==> src/rtl/fpu_pkg.sv <==
// Shared FP back-end definitions: func5 encodings, destination classes and
// the pipeline-register entry carried through MEM and WB.
package fpu_pkg;

  localparam int FLEN = 32;

  localparam logic [4:0] F5_ADD       = 5'b00000;
  localparam logic [4:0] F5_SUB       = 5'b00001;
  localparam logic [4:0] F5_MUL       = 5'b00010;
  localparam logic [4:0] F5_MIN_MAX   = 5'b00101;
  localparam logic [4:0] F5_FCVTWS    = 5'b11000;
  localparam logic [4:0] F5_FCVTSW    = 5'b11010;
  localparam logic [4:0] F5_FMVXW     = 5'b11100;
  localparam logic [4:0] F5_FMVWX     = 5'b11110;
  localparam logic [4:0] F5_FEQ_LT_LE = 5'b10100;

  typedef enum logic [1:0] {
    DST_NONE = 2'd0,
    DST_FP   = 2'd1,
    DST_INT  = 2'd2
  } dst_cls_e;

  typedef struct packed {
    logic            valid;
    dst_cls_e        cls;
    logic [4:0]      rd;
    logic [FLEN-1:0] data;
  } pipe_entry_t;

  function automatic dst_cls_e decode_cls(input logic [4:0] func5);
    dst_cls_e cls;
    case (func5)
      F5_FCVTWS, F5_FMVXW, F5_FEQ_LT_LE:                  cls = DST_INT;
      F5_ADD, F5_SUB, F5_MUL, F5_MIN_MAX, F5_FCVTSW, F5_FMVWX: cls = DST_FP;
      default:                                            cls = DST_NONE;
    endcase
    return cls;
  endfunction

endpackage

==> src/rtl/fp_regfile.sv <==
// 32-entry FP register file: two async read ports with write-first bypass,
// one synchronous write port, synchronous active-low clear of all entries.
module fp_regfile
  import fpu_pkg::*;
#(
  parameter int XLEN = 32,
  parameter int NREG = 32
) (
  input  logic            clk_i,
  input  logic            rst_ni,
  input  logic            we_i,
  input  logic [4:0]      waddr_i,
  input  logic [XLEN-1:0] wdata_i,
  input  logic [4:0]      raddr1_i,
  input  logic [4:0]      raddr2_i,
  output logic [XLEN-1:0] rdata1_o,
  output logic [XLEN-1:0] rdata2_o
);

  logic [XLEN-1:0] mem_q [NREG];

  always_ff @(posedge clk_i) begin
    if (!rst_ni) begin
      for (int i = 0; i < NREG; i++) mem_q[i] <= '0;
    end else if (we_i) begin
      mem_q[waddr_i] <= wdata_i;
    end
  end

  // Write-first: a reader in the commit cycle sees the value being written.
  assign rdata1_o = (we_i && (waddr_i == raddr1_i)) ? wdata_i : mem_q[raddr1_i];
  assign rdata2_o = (we_i && (waddr_i == raddr2_i)) ? wdata_i : mem_q[raddr2_i];

endmodule

==> src/rtl/fpu_wb_regfile.sv <==
// FP back end: EX->MEM->WB pipeline registers, commit to the FP or integer
// file, decode read ports with WB bypass and EX operand forwarding.
module fpu_wb_regfile
  import fpu_pkg::*;
#(
  parameter int XLEN = FLEN,
  parameter int NREG = 32
) (
  input  logic            clk,
  input  logic            rst,
  input  logic            stall,
  input  logic            flush,
  input  logic            e_valid,
  input  logic [4:0]      e_func5,
  input  logic [4:0]      e_rd,
  input  logic [XLEN-1:0] e_result,
  input  logic [4:0]      e_frs1,
  input  logic [4:0]      e_frs2,
  input  logic [XLEN-1:0] e_op1_in,
  input  logic [XLEN-1:0] e_op2_in,
  output logic [XLEN-1:0] e_op1,
  output logic [XLEN-1:0] e_op2,
  input  logic [4:0]      d_frs1,
  input  logic [4:0]      d_frs2,
  output logic [XLEN-1:0] d_frs1_data,
  output logic [XLEN-1:0] d_frs2_data,
  output logic            w_int_we,
  output logic [4:0]      w_int_rd,
  output logic [XLEN-1:0] w_int_data,
  output logic [31:0]     fp_retired
);

  pipe_entry_t m_q, m_d, w_q, w_d;
  logic [31:0] retired_q, retired_d;
  logic        fp_we;
  logic        int_we;

  always_comb begin
    m_d = m_q;
    w_d = w_q;
    if (!stall) begin
      w_d = m_q;
      if (flush || !e_valid) begin
        m_d = '0;
      end else begin
        m_d.valid = 1'b1;
        m_d.cls   = decode_cls(e_func5);
        m_d.rd    = e_rd;
        m_d.data  = e_result;
      end
    end
  end

  // Commits are gated by rst so an in-flight W entry is dropped, not written.
  assign fp_we  = rst && !stall && w_q.valid && (w_q.cls == DST_FP);
  assign int_we = rst && !stall && w_q.valid && (w_q.cls == DST_INT);

  assign retired_d = fp_we ? retired_q + 32'd1 : retired_q;

  always_ff @(posedge clk) begin
    if (!rst) begin
      m_q       <= '0;
      w_q       <= '0;
      retired_q <= '0;
    end else begin
      m_q       <= m_d;
      w_q       <= w_d;
      retired_q <= retired_d;
    end
  end

  fp_regfile #(.XLEN(XLEN), .NREG(NREG)) u_regfile (
    .clk_i    (clk),
    .rst_ni   (rst),
    .we_i     (fp_we),
    .waddr_i  (w_q.rd),
    .wdata_i  (w_q.data),
    .raddr1_i (d_frs1),
    .raddr2_i (d_frs2),
    .rdata1_o (d_frs1_data),
    .rdata2_o (d_frs2_data)
  );

  logic m_fp, w_fp;
  assign m_fp = m_q.valid && (m_q.cls == DST_FP);
  assign w_fp = w_q.valid && (w_q.cls == DST_FP);

  // The younger M entry wins when both stages target the same register.
  always_comb begin
    e_op1 = e_op1_in;
    e_op2 = e_op2_in;
    if (m_fp && (m_q.rd == e_frs1))      e_op1 = m_q.data;
    else if (w_fp && (w_q.rd == e_frs1)) e_op1 = w_q.data;
    if (m_fp && (m_q.rd == e_frs2))      e_op2 = m_q.data;
    else if (w_fp && (w_q.rd == e_frs2)) e_op2 = w_q.data;
  end

  assign w_int_we   = int_we;
  assign w_int_rd   = int_we ? w_q.rd   : '0;
  assign w_int_data = int_we ? w_q.data : '0;
  assign fp_retired = retired_q;

endmodule
==> config.mk <==
export PLATFORM = sky130hd
export DESIGN_NAME = fpu_wb_regfile
export DESIGN_NICKNAME = d
export VERILOG_FILES = /design/src/rtl/fpu_pkg.sv /design/src/rtl/fp_regfile.sv /design/src/rtl/fpu_wb_regfile.sv
export SDC_FILE = /design/constraint.sdc
export NUM_CORES = 2
export LEC_CHECK = 0
export BUFFER_PORTS_ARGS = -buffer_cell sky130_fd_sc_hd__buf_2
export CAP_MARGIN = 20
export CORE_ASPECT_RATIO = 1.2
export CORE_UTILIZATION = 35
export CTS_BUF_LIST = sky130_fd_sc_hd__clkbuf_8
export DETAILED_ROUTE_END_ITERATION = 7
export PLACE_DENSITY = 0.48
export SLEW_MARGIN = 20
export SYNTH_ARGS = -nofsm -noshare
export SYNTH_HDL_FRONTEND = slang
export SYNTH_SLANG_ARGS = --single-unit
==> constraint.sdc <==
create_clock -name clk -period 5.1 [get_ports clk]
set_clock_uncertainty 0.05 [all_clocks]
set_input_delay 1.02 -clock clk [delete_from_list [all_inputs] [get_ports clk]]
set_output_delay 1.02 -clock clk [all_outputs]
set_load 0.005 [all_outputs]
# Yosys cells after proc, flatten, opt, wreduce, memory -nomap -nowiden
# Memories as Yosys holds them, arrays and structs flattened.
# Index checks and enable logic that the tools add are counted.
# W data, S select, Z words.
# classes
n_addsub	1
reduce_logical	16
eq_ne	9
mux	16
# ops
op	n
$mux W32	8
$mux W40	1
$add A32 B1 Y32 const B	1
$reduce_or A32 Y1	1
$eq A5 B5 Y1	6
$logic_and A1 B1 Y1	12
$mux W5	2
$mux W1	5
$eq A2 B1 Y1 const B	2
$eq A2 B2 Y1 const B	1
$logic_not A1 Y1	2
$logic_or A1 B1 Y1	1
# totals
output_inout_bits	198
regBits	112
mem_bits_ro	64
wordCells	53
mem_bits_rw	1024
memories	2
# mem_list
memory	words	word_bits	rd	rd_clocked_by_memory_dff	write_ports	line_no	rtl
u_regfile.mem_q	32	32	2	0	32	fp_regfile.sv:20	logic [XLEN-1:0] mem_q [NREG];
(name not given)	32	2	1	0	0	fpu_pkg.sv:32	case (func5)

# Depth between registers and ports, before layout
# depth
depth_word	9
ltp_mapped	9
mapped_depth_nobuf	6

# Cells and area by module
# From an unflattened synthesis, not the netlist that was laid out.
# hier_totals
hier_cells	4940
hier_area_um2	62661.3
# modules_own_cells
mod	instances	area_each_um2	seq_area_each_um2	cells_per_inst
fp_regfile	1	56248.9	30749.5	4096
fpu_wb_regfile	1	6412.4	2242.2	844

# Worst setup path before layout
# No wires, ideal clock.
# synth_timing
kind	input -> register
start	input stall
end	memory u_regfile.mem_q[5][0] (enable)
path_slack_ps	330
required_time_ps	4584
stages	5
t_arrival_ps	4254
setup_time_ps	466
path_cell_list	nor2_1 > nand4_1 > or3_1 > clkbuf_1 > o21ai_0
# synth_lines
element	line_no	rtl
start: declaration	fpu_wb_regfile.sv:11	input logic stall,
end: declaration	fp_regfile.sv:20	

# Worst setup path in the final report
# layout_timing
start	input d_frs2[0]
end	output d_frs2_data[1]
# layout_between
elab_chain_cells	3
# layout_rtl
element	line_no	rtl
start: declaration	fpu_wb_regfile.sv:24	input logic [4:0] d_frs2,
parallel branches: the longest is 2 deep, another holds $mem_v2 Z32 W32	-	
$mux W32 *	fp_regfile.sv:32	assign rdata2_o = (we_i && (waddr_i == raddr2_i)) ? wdata_i : mem_q[raddr2_i];
end: declaration	fpu_wb_regfile.sv:26	output logic [XLEN-1:0] d_frs2_data,
# Every way passes the cells marked *.

==> results.cfg <==
[synthesis]
synth_ff_type = edfxtp_1
synth-seq-area-share = 0.530
netlist_instances = 5316
synth_compound_area_frac = 0.104
synth_top_cell_by_area = edfxtp_1
synth_top_family_by_area = multiplexers
yosysTopAreaCellShare = 0.494
ys_warn_count = 0
synthesis.nets = 5448
syn_area_per_cell_um2 = 11.7
synth.area.mux_share = 0.181
synth.area.top_cells = edfxtp_1 49%, mux2i_1 18%, and2_1 11%, dfxtp_1 3.6%, a22oi_1 3.5%
yosys-top-cells-count = 1129 x mux2i_1, 1067 x and2_1, 1024 x edfxtp_1
synth-edff-count = 1024
async_flop_share = 0
ys_ff_latch = 1136
netlist_area_mm2 = 0.0623
synthSimpleGateAreaFrac = 0.141
synthAdderAreaFrac = 0.000201
yosys.area_share.xor_xnor = 0.00647
yosys.cell_types.count = 41
synth_most_common_cell = mux2i_1

[place]
dp_slack_ns = 0.112
gp_congestion = 0.837
io_buffers = 328
place_hpwl_um = 166000
place_area_mm2 = 0.0685

[outcome]
status = finished, final reports clean

[global_route]
grt_start_max_net_pins = 107
antenna_found_initial = 45
grt_first_pass_wirelength_um = 368000
globalRouteOverflowTotal = 0
grt_pass1_vias = 46400
grt.total_usage = 0.291

[sta]
worst_slew_margin_rel = 0.217
max_freq_ghz = 0.206
maxSlewViolCount = 0
tns_ns = 0
finalHoldViolCount = 0
whs_ns = 0.232
rsz0062_at_grt = false
period_share = 0.953
setup_viol = 0
fin_crit_ns = 4.86
setup_ws_ns = 0.241
tightest_slew_ns = 1.17

[clock_tree]
ctsHtreeMaxLevel = 4
clkLatencyLatePin_ns = 1.00
cts_tree = yes
numCtsBuffers = 192
clock_path_buffers = 3
cts_setup_buffers = 0
cts_hold_buf = 0
clk_pin_slew_worst_paths_ns = 0.06
clk_root_buffer_cell = clkbuf_8
clock_sinks = 1136

[finish]
drive_gt1_frac = 0.172
nNetsFinal = 5726
multiInputGateArea_mm2 = 0.0276
seqCellArea_mm2 = 0.0330
fillerInstances = 16900
syn2layout_area_growth_pct = 15.9
utilization = 0.408
postLayoutCellArea_mm2 = 0.0722

[worst_setup_path]
crit_end = d_frs2_data[1]
cp-start-kind = input pin
critPathKind = in -> out
crit_required_ns = 4.03
end_kind = output port
r2r-start = w_q[35]
ff2ff_path_depth = 6
cp_data_arrival_time_ns = 3.79
r2r_slack_ns = 1.47
crit_fanout = 38
reg2reg_to = u_regfile.mem_q[8][23]
setup.worst_path.start = d_frs2[0]

[floorplanning]
design.core.area_mm2 = 0.177
fp.dieArea_mm2 = 0.180
die_x_um = 387
floorplan.initialDensity = 0.352
num_rows = 169
die_height_um = 464
io_pins = 329

[routing]
vias = 46700
wirelength_um = 267000
route.antenna.remaining_nets = 0
dr.pass1.iters = 8
drt_iter0_markers = 4685
vias_per_cell = 5.78
drc = 0
routedWlPerCell_um = 33.0

[power]
cellLeakagePower_nw = 29.4
p_per_area_mw_per_mm2 = 293
ir_drop_mv = 0.253

[flow_run]
timing.max_cap.violations = 0

[hold_path]
min_path_type = in -> reg
## per-stage QoR
step,std cells,power (W)
after CTS,8058,0.0212
after detailed placement,7708,0.0133
after global placement,7708,0.0133
after floorplan,5316,0.0121
after global routing,8066,0.0218
final,8085,0.0211
## layer usage
layer  share of wire  track usage  routed length, um  vias to the layer above
li1                -            -                  -                    20300
met1            0.41        0.374             109000                    23900
met2            0.48        0.488             129000                     2052
met3           0.070       0.0474              18800                      474
met4           0.037        0.110               9970                       12
met5         0.00027            0                 73                        -
## sequential cells by signal (all words and copies together), names as in the netlist
name and cells:
u_regfile.mem_q 1024, m_q 40, w_q 40, fp_retired 32
## worst max-delay path: stages
cell and delay, ns:
buf_8 0.44, buf_4 0.52, mux2i_1 0.15, a22o_1 0.25
a221oi_1 0.34, o22ai_1 0.18, o31ai_2 0.51, buf_4 0.20
buf_2 0.10
## final cells by class
cell class	instances	share of cell area
Antenna cell	27	0.000936
Clock buffer	194	0.0370
Clock inverter	156	0.0123
Inverter	9	0.000503
Multi-Input combinational cell	3611	0.382
Sequential cell	1136	0.457
Tap cell	2308	0.0400
Timing Repair Buffer	644	0.0698
## power breakdown
group	switching, W	leakage, nW	total (W)	internal, W
clock	0.00412	2.03	0.00800	0.00388
combinational	0.00159	15.9	0.00253	0.000935
sequential	0.000183	11.5	0.0106	0.0104
total	0.00589	29.4	0.0211	0.0152
## worst min path at each step
| stage | slack (ns) | end | cells past startpoint | startpoint |
|---|---|---|---|---|
| after floorplan | 0.41 | m_q[38] | 2 | m_q[38] |
| after global placement | 0.42 | fp_retired[31] | 2 | fp_retired[31] |
| after global routing | 0.17 | m_q[21] | 3 | e_result[21] |
| final | 0.23 | m_q[35] | 3 | e_rd[3] |
| after detailed placement | 0.44 | fp_retired[31] | 2 | fp_retired[31] |
| after CTS | 0.12 | m_q[35] | 3 | e_rd[3] |
## cells in the final DEF, fill, tap and decap left out, types with 31 or more instances in the layout
master,netlist,routed
mux2i_1,1129,1129
and2_1,1067,1065
edfxtp_1,1024,1024
buf_2,119,325
a22oi_1,294,294
buf_4,13,236
a21oi_1,212,212
clkbuf_8,0,194
nor2_1,199,173
a22o_1,124,124
a221oi_1,124,124
dfxtp_1,112,111
nand2_1,100,98
buf_12,0,80
o22ai_1,62,62
inv_1,8,60
o21ai_0,72,48
clkinv_1,0,45
clkinv_2,0,36
or4_1,32,31
## kinds of logic (layout without fill, tap and decap cells)
group	after synthesis	in the layout
flip-flops	1136	1136
AO/OA/AOI/OAI	923	923
adder cells (fa/ha/maj)	1	1
XOR/XNOR	46	46
AND/OR/NAND/NOR	1512	1512
buffers and inverters	569	1003
other	0	27
multiplexers	1129	1129
## repair_timing
item	CTS	global route
hold endpoints to repair	0	0
endpoints found under the setup margin	0	1
resized for setup	0	1
(Power assumes the default switching activity.)
